`config.mk`:
```
export PLATFORM = sky130hd
export DESIGN_NAME = shit_spawn_ctrl
export DESIGN_NICKNAME = d
export VERILOG_FILES = /design/src/rtl/shit_spawn_ctrl.sv
export SDC_FILE = /design/constraint.sdc
export NUM_CORES = 1
export LEC_CHECK = 0
export BUFFER_PORTS_ARGS = -buffer_cell sky130_fd_sc_hd__buf_4
export CAP_MARGIN = 5
export CORE_MARGIN = 3
export CORE_UTILIZATION = 59
export DETAILED_ROUTE_END_ITERATION = 10
export GPL_ROUTABILITY_DRIVEN = 0
export PLACE_DENSITY = 0.95
export SETUP_SLACK_MARGIN = 0.2
export SYNTH_ARGS = -nofsm -noshare
export SYNTH_HDL_FRONTEND = slang
export SYNTH_SLANG_ARGS = --single-unit
export TNS_END_PERCENT = 1
```
`constraint.sdc`:
```
create_clock -name clk -period 8.4 [get_ports clk]
set_clock_uncertainty 0.2 [all_clocks]
set_input_delay 1.68 -clock clk [delete_from_list [all_inputs] [get_ports clk]]
set_output_delay 1.68 -clock clk [all_outputs]
set_load 0.02 [all_outputs]
```
`src/rtl/shit_spawn_ctrl.sv`:
```
// shit_spawn_ctrl: producer side of the 8-slot dropping bus.
// Owns alive/X/Y for eight falling droppings; once per frame it advances
// every live slot, retires slots that fall past the bottom, and spawns new
// droppings at a pseudo-random X.
// Optional feature macro: SHIT_GRAVITY_EN (per-slot accelerating velocity).
module shit_spawn_ctrl #(
  parameter int unsigned SPAWN_PERIOD = 30,
  parameter int unsigned X_MIN        = 64,
  parameter int          TOP_Y        = 0,
  parameter int          BOTTOM_Y     = 479,
  parameter int          PARK_Y       = -64,
  parameter logic [15:0] LFSR_SEED    = 16'hACE1
) (
  input  logic                          clk,
  input  logic                          reset,
  input  logic                          startOfFrame,
  input  logic                          spawnEnable,
  input  logic [3:0]                    speed,
  input  logic [7:0]                    hitRequest,
  output logic signed [7:0][1:0][10:0]  shitCoordinates,
  output logic [7:0]                    shitsActive,
  output logic                          missPulse,
  output logic                          busy
);

  localparam int unsigned NSLOT = 8;
  localparam int unsigned CW    = 11;
  localparam int unsigned LW    = 16;
  localparam int unsigned SW    = 4;
  localparam int unsigned IW    = 3;
  localparam int unsigned FW    = 8;
  localparam int unsigned XRW   = 9;

  localparam logic signed [CW-1:0] TOP_C    = CW'(TOP_Y);
  localparam logic signed [CW-1:0] BOTTOM_C = CW'(BOTTOM_Y);
  localparam logic signed [CW-1:0] PARK_C   = CW'(PARK_Y);
  localparam logic signed [CW-1:0] XMIN_C   = CW'(X_MIN);
  localparam logic [FW-1:0]        WRAP_C   = FW'(SPAWN_PERIOD - 1);
  localparam logic [IW-1:0]        LAST_C   = IW'(NSLOT - 1);

  typedef enum logic [1:0] {
    IDLE  = 2'd0,
    MOVE  = 2'd1,
    SPAWN = 2'd2
  } state_t;

  state_t                              state_q, state_nxt;
  logic [IW-1:0]                       idx_q, idx_nxt;
  logic [FW-1:0]                       frame_q, frame_nxt;
  logic                                armed_q, armed_nxt;
  logic                                miss_seen_q, miss_seen_nxt;
  logic [LW-1:0]                       lfsr_q, lfsr_nxt;
  logic [NSLOT-1:0]                    alive_nxt;
  logic signed [NSLOT-1:0][1:0][CW-1:0] coord_nxt;
  logic                                miss_nxt;
  logic                                busy_nxt;

  logic signed [CW-1:0]                cur_y;
  logic signed [CW-1:0]                new_y;
  logic [SW-1:0]                       step;
  logic                                any_dead;
  logic [IW-1:0]                       free_idx;
  logic [LW-1:0]                       lfsr_step;

`ifdef SHIT_GRAVITY_EN
  logic [NSLOT-1:0][SW-1:0]            vel_q, vel_nxt;
`endif

  // Lowest-index dead slot, used as the spawn target.
  always_comb begin
    any_dead = 1'b0;
    free_idx = '0;
    for (int i = NSLOT - 1; i >= 0; i--) begin
      if (!shitsActive[i]) begin
        any_dead = 1'b1;
        free_idx = IW'(i);
      end
    end
  end

  // Fall step for the slot currently being walked, and the next LFSR value.
  always_comb begin
`ifdef SHIT_GRAVITY_EN
    step = vel_q[idx_q];
`else
    step = speed;
`endif
    cur_y     = shitCoordinates[idx_q][1];
    new_y     = cur_y + $signed({{(CW - SW){1'b0}}, step});
    lfsr_step = {lfsr_q[0] ^ lfsr_q[2] ^ lfsr_q[3] ^ lfsr_q[5], lfsr_q[LW-1:1]};
  end

  // State register.
  always_ff @(posedge clk) begin
    if (reset) begin
      state_q <= IDLE;
    end else begin
      state_q <= state_nxt;
    end
  end

  // Next-state, slot update and spawn decision.
  always_comb begin
    state_nxt     = state_q;
    idx_nxt       = idx_q;
    frame_nxt     = frame_q;
    armed_nxt     = armed_q;
    miss_seen_nxt = miss_seen_q;
    lfsr_nxt      = lfsr_q;
    alive_nxt     = shitsActive;
    coord_nxt     = shitCoordinates;
    miss_nxt      = 1'b0;
`ifdef SHIT_GRAVITY_EN
    vel_nxt       = vel_q;
`endif

    case (state_q)
      IDLE: begin
        if (startOfFrame) begin
          state_nxt     = MOVE;
          idx_nxt       = '0;
          miss_seen_nxt = 1'b0;
          if (frame_q == WRAP_C) begin
            frame_nxt = '0;
            armed_nxt = 1'b1;
          end else begin
            frame_nxt = frame_q + FW'(1);
          end
        end
      end

      MOVE: begin
        if (shitsActive[idx_q]) begin
          if (new_y > BOTTOM_C) begin
            alive_nxt[idx_q]    = 1'b0;
            coord_nxt[idx_q][1] = PARK_C;
            // Only the first retire of a frame produces a pulse; a
            // simultaneous hit takes priority and is not a miss.
            if (!hitRequest[idx_q] && !miss_seen_q) begin
              miss_nxt      = 1'b1;
              miss_seen_nxt = 1'b1;
            end
          end else begin
            coord_nxt[idx_q][1] = new_y;
`ifdef SHIT_GRAVITY_EN
            if (vel_q[idx_q] != {SW{1'b1}}) begin
              vel_nxt[idx_q] = vel_q[idx_q] + SW'(1);
            end
`endif
          end
        end
        if (idx_q == LAST_C) begin
          state_nxt = SPAWN;
        end else begin
          idx_nxt = idx_q + IW'(1);
        end
      end

      SPAWN: begin
        lfsr_nxt  = lfsr_step;
        armed_nxt = 1'b0;
        state_nxt = IDLE;
        if (armed_q && spawnEnable && any_dead && !hitRequest[free_idx]) begin
          alive_nxt[free_idx]    = 1'b1;
          coord_nxt[free_idx][0] = XMIN_C + $signed({{(CW - XRW){1'b0}}, lfsr_q[XRW-1:0]});
          coord_nxt[free_idx][1] = TOP_C;
`ifdef SHIT_GRAVITY_EN
          vel_nxt[free_idx]      = speed;
`endif
        end
      end

      default: begin
        state_nxt = IDLE;
      end
    endcase

    // Collision kills override whatever the FSM wrote this cycle.
    for (int i = 0; i < NSLOT; i++) begin
      if (hitRequest[i]) begin
        alive_nxt[i]    = 1'b0;
        coord_nxt[i][1] = PARK_C;
      end
    end

    busy_nxt = (state_nxt != IDLE);
  end

  // Slot state, counters and registered outputs.
  always_ff @(posedge clk) begin
    if (reset) begin
      idx_q       <= '0;
      frame_q     <= '0;
      armed_q     <= 1'b0;
      miss_seen_q <= 1'b0;
      lfsr_q      <= LFSR_SEED;
      shitsActive <= '0;
      for (int i = 0; i < NSLOT; i++) begin
        shitCoordinates[i][0] <= '0;
        shitCoordinates[i][1] <= PARK_C;
      end
      missPulse   <= 1'b0;
      busy        <= 1'b0;
    end else begin
      idx_q           <= idx_nxt;
      frame_q         <= frame_nxt;
      armed_q         <= armed_nxt;
      miss_seen_q     <= miss_seen_nxt;
      lfsr_q          <= lfsr_nxt;
      shitsActive     <= alive_nxt;
      shitCoordinates <= coord_nxt;
      missPulse       <= miss_nxt;
      busy            <= busy_nxt;
    end
  end

`ifdef SHIT_GRAVITY_EN
  // Per-slot velocity registers.
  always_ff @(posedge clk) begin
    if (reset) begin
      vel_q <= '0;
    end else begin
      vel_q <= vel_nxt;
    end
  end
`endif

endmodule

```
# Word level (Yosys, flattened, before mapping)

Cells that the tools add are included.

$add $sub $neg: 4
$lt $le $gt $ge: 5
Equal/unequal tests: 11
Multiplexer cells: 60
Bitwise operators: 14
Reduce and logical (&&, ||, !) cells: 29

Operators with widths:

| kind                                                                    | number |
|---|---|
| 176-bit two-way mux                                                     | 3 |
| 176-bit bitwise mux                                                     | 2 |
| 176-bit case mux with 2 select lines                                    | 1 |
| 22-bit demux with 3-bit select                                          | 3 |
| 176-bit bitwise AND                                                     | 1 |
| 176-bit inverter                                                        | 1 |
| 96-bit bitwise AND                                                      | 1 |
| 96-bit inverter                                                         | 1 |
| 80-bit OR                                                               | 1 |
| 22-bit binary-select mux with 3-bit select                              | 1 |
| 22-bit two-way mux                                                      | 3 |
| 8-bit two-way mux                                                       | 4 |
| 3-bit two-way mux                                                       | 10 |
| 1-bit two-way mux                                                       | 20 |
| 8-bit case mux with 2 select lines                                      | 1 |
| 2-bit OR reduction                                                      | 8 |
| 2-bit inequality test (second input constant)                           | 7 |
| 11-bit by 5-bit adder with 11-bit output                                | 1 |
| 11-bit by 10-bit > comparator with 1-bit output (second input constant) | 1 |
| 11-bit two-way mux                                                      | 1 |
| 7-bit by 9-bit adder with 10-bit output (first input constant)          | 1 |
| 1-bit binary-select mux with 3-bit select                               | 3 |
| 3-bit AND reduction                                                     | 3 |
| 8-bit by 1-bit adder with 8-bit output (second input constant)          | 1 |
| 25 further kinds                                                        | 44 |

Bits in registers: 217
Bits of input ports: 16
Output and inout bits: 186
Logic and storage cells: 155

# Logic depth before layout (Yosys ltp)

Word-level depth: 16
Gate-level depth with buffers: 22
Depth with buffers taken out: 15

# Worst setup path after synthesis

OpenSTA, ideal clock, no wires.

Path type: flip-flop to flip-flop
From: register idx_q[0]
To: register shitCoordinates[64] in the netlist's numbering
Setup time: 0.122 ns
Arrival: 4.408 ns
Setup slack: 3.670 ns
Cell stages (with the launch flop): 22
Path buffers: 7
Clock period less this slack: 4.730 ns
Path through: dfxtp_1 -> buf_4 -> buf_2 -> buf_2 -> buf_1 -> nor3_1 -> a22o_1 -> a221oi_1 -> nand3_1 -> ha_1 -> fa_1 -> a21o_1 -> a21oi_1 -> a311oi_4 -> o211a_1 -> o311ai_0 -> and3_1 -> buf_4 -> buf_6 -> buf_6 -> a21oi_1 -> a311o_1

Word-level cells in the longest chain between the ends: 8
Elaborated cells between the ends (all ways): 18
Those cells by class: 1 x add/sub; 3 x order compare; 1 x eq/ne; 10 x mux; 1 x bitwise; 2 x reduce/logical

RTL lines:

| item                                                                             | RTL line | source |
|---|---|---|
| from (decl)                                                                      | 48       | `logic [IW-1:0] idx_q, idx_nxt;` |
| from (signal assigned)                                                           | 205      | `idx_q <= idx_nxt;` |
| branches (longest 8 deep; another with 11-bit by 5-bit adder with 11-bit output) | -        |  |
| to (signal assigned)                                                             | 211      | `shitCoordinates <= coord_nxt;` |
| to (decl)                                                                        | 20       | `output logic signed [7:0][1:0][10:0] shitCoordinates,` |

Several ways; the timed one is not identified. The select of a mux whose other input is x is not followed.
A chain may end at the register's enable or synchronous reset.

# Worst setup path in the final report

From: register idx_q[0]
To: register shitCoordinates[131] in the netlist's numbering

The elaborated chain is that of the path after synthesis.

==> flow_summary_export.csv <==
group,metric,value,unit
timing,hold_viol,0,
pwr,p_total,2.07,mW
worst_setup_path,cp-start-kind,"flip-flop",
placed_design,dp_cells,1317,
floorplan,die_h,131,um
clock_tree,clk_pin_slew,60,ps
timing,rsz0062_at_grt,"false",
grt,grt_overflow,0,
clock_tree,cts_root_buf,"clkbuf_16",
logic_synthesis,ys_warn_count,0,
timing,finalSetupTns,0,ps
placed_design,dp_hpwl,21.9,mm
logic_synthesis,ys_ff_latch,209,
worst_setup_path,reg2reg_slack,2310,ps
logic_synthesis,synth_cells,971,
logic_synthesis,synth-edff-count,0,
worst_setup_path,cp.required,8580,ps
logic_synthesis,async_reset_ff_share,0,%
drt,drc,5,
floorplan,start_util,60.7,%
drt,ant_nets,0,
clock_tree,cts_resized,0,
worst_setup_path,reg2reg_to,"shitCoordinates[131]",
logic_synthesis,netlist.area_leader.share,45.2,%
logic_synthesis,syn-cell-area,9260,um2
hold_path,hp-class,"reg2reg",
logic_synthesis,yosysUniqueCellTypes,72,
grt,grt_first_pass_wirelength,49.0,mm
clock_tree,htree_levels,1,
placed_design,pre_cts_slack,2580,ps
timing,setup_viol,0,
logic_synthesis,netlist_top_cells_count,"209 x dfxtp_1, 117 x nor2_1, 89 x mux2i_1, 53 x nand2_1, 48 x nand3_1",
worst_setup_path,crit_start,"idx_q[0]",
finish,final_cells,1352,
timing,fin_ws,2310,ps
worst_setup_path,crit_end,"shitCoordinates[131]",
floorplan,io-pin-count,202,
floorplan,die_w,131,um
logic_synthesis,synth_ff_type,"dfxtp_1",
finish,fin_area,11400,um2
clock_tree,cts_buffers,21,
floorplan,dieArea,17200,um2
placed_design,dpl_cell_area,10800,um2
floorplan,num_rows,45,
timing,final.period_utilization,72.5,%
drt,first_pass_iters,11,
worst_setup_path,cp-end-kind,"flip-flop",
placed_design,portBuffers,193,
worst_setup_path,r2r-start,"idx_q[0]",
clock_tree,cts.sinks,209,
finish,post-route-util,75.0,%
finish,num_antenna_cells,0,
grt,grt_pass1_vias,8778,
logic_synthesis,yosys-top-cells-area,"dfxtp_1 45%, mux2i_1 9.6%, nor2_1 4.7%",
drt,wl_per_cell,23.6,um
pwr,p_leak,4.33,nW
timing,worst_pin_slew,1260,ps
grt,antenna_found_initial,0,
worst_setup_path,worstPathArrival,6270,ps
drt,initialDrtViolationCount,1138,
finish,area_growth,23.6,%
grt,grt_max_degree,61,
pwr,ir_drop,0.183,mV
drt,drt_wl_total,31.9,mm
clock_tree,cts_tree,"yes",
timing,worst_hold_slack,282,ps
worst_setup_path,critPathKind,"reg2reg",
clock_tree,clk_latency,510,ps
worst_setup_path,critPathMaxFanout,24,
pwr,p_per_area,180,nW/um2
timing,relSlewSlack,15.3,%
logic_synthesis,synth.avg_cell_area,9.54,um2
timing,max_clock_freq,164,MHz
floorplan,core_area,15300,um2
clock_tree,cts_hold_buf,0,
drt,vias,9178,
logic_synthesis,yosysMostFrequentCell,"dfxtp_1",
clock_tree,cts_buffer_depth,3,
finish,fin_nets,1158,
clock_tree,cts_setup_buffers,0,
logic_synthesis,yosysSeqAreaShare,45.2,%
timing,min_period,6090,ps
status,violations,"design-rule violations",
grt,track_usage,34.9,%
logic_synthesis,yosysTopAreaCell,"dfxtp_1",
drt,viasPerCell,6.79,
run,maxCapViolations,0,
finish,layout-drive-gt1-share,24.8,%
worst_setup_path,r2r_cells,14,
timing,drv_slew,0,
status,status,"finished with violations",
per-layer routing:
metal  GRT usage [%]  vias to the layer above  wire length, um
met5               0                        -                0
met4            20.4                        0             2160
met3            10.3                      214             4440
met2            56.6                      843            14400
met1            41.3                     4216            10900
li1                -                     3905                -
power by group:
| part | internal (mW) | total, mW | leakage, nW | switching [mW] |
|---|---|---|---|---|
| sequential | 0.995 | 1.00 | 1.69 | 0.00500 |
| combinational | 0.0348 | 0.128 | 2.30 | 0.0933 |
| clock | 0.551 | 0.937 | 0.336 | 0.386 |
flip-flops by register name, indices dropped and copies added, names as in the netlist:
name,count
lfsr_q,16
busy,1
missPulse,1
idx_q,3
state_q,2
shitsActive,8
shitCoordinates,168
armed_q,1
frame_q,8
miss_seen_q,1
cells by family (layout without fill, tap and decap cells):
kind of cell	count (synthesis)	after routing	share of synthesized area, %
xor+xnor	18	18	1.70
buf+inv	95	258	4.78
fa+ha+maj	13	13	1.84
flops	209	209	45.2
compound gates	230	230	19.1
mux	103	103	11.9
other cells	1	8	0.0405
simple gates	302	302	15.5
worst max-delay path, stage by stage (launching register included):
cell and delay, ps:
dfxtp_1 630, buf_4 350, inv_1 290, nor2_1 650
a22oi_1 140, nand4_1 210, ha_1 260, a21o_1 160
a21o_1 200, a21oi_1 370, nor3_1 110, o311ai_0 490
and3_1 1000, a21oi_1 450, a221o_1 460
worst min path at each step:
stage,startpoint,cells after the start,end,slack (ps)
detailed placement,lfsr_q[15],2,lfsr_q[15],270
CTS,lfsr_q[11],2,lfsr_q[10],280
global placement,armed_q,2,armed_q,260
global route,shitCoordinates[92],2,shitCoordinates[92],300
floorplan,lfsr_q[10],2,lfsr_q[10],240
finish,lfsr_q[11],2,lfsr_q[10],280
area by class of cell:
| class | count | area (um2) |
|---|---|---|
| Clock buffer | 32 | 637 |
| Clock inverter | 3 | 43.8 |
| Fill cell | 972 | 3810 |
| Inverter | 16 | 60.1 |
| Multi-Input combinational cell | 674 | 4700 |
| Sequential cell | 209 | 4180 |
| Tap cell | 211 | 264 |
| Timing Repair Buffer | 207 | 1550 |
layout by cell type (no fill, tap or decap), types with 21 or more instances in the layout:
cell type	n
a21oi_1	30
a221o_1	40
buf_4	207
clkbuf_16	21
dfxtp_1	209
mux2i_1	89
nand2_1	53
nand3_1	48
nor2_1	117
o21ai_0	22
o22ai_1	31
Power figures use the tool's default switching activity.
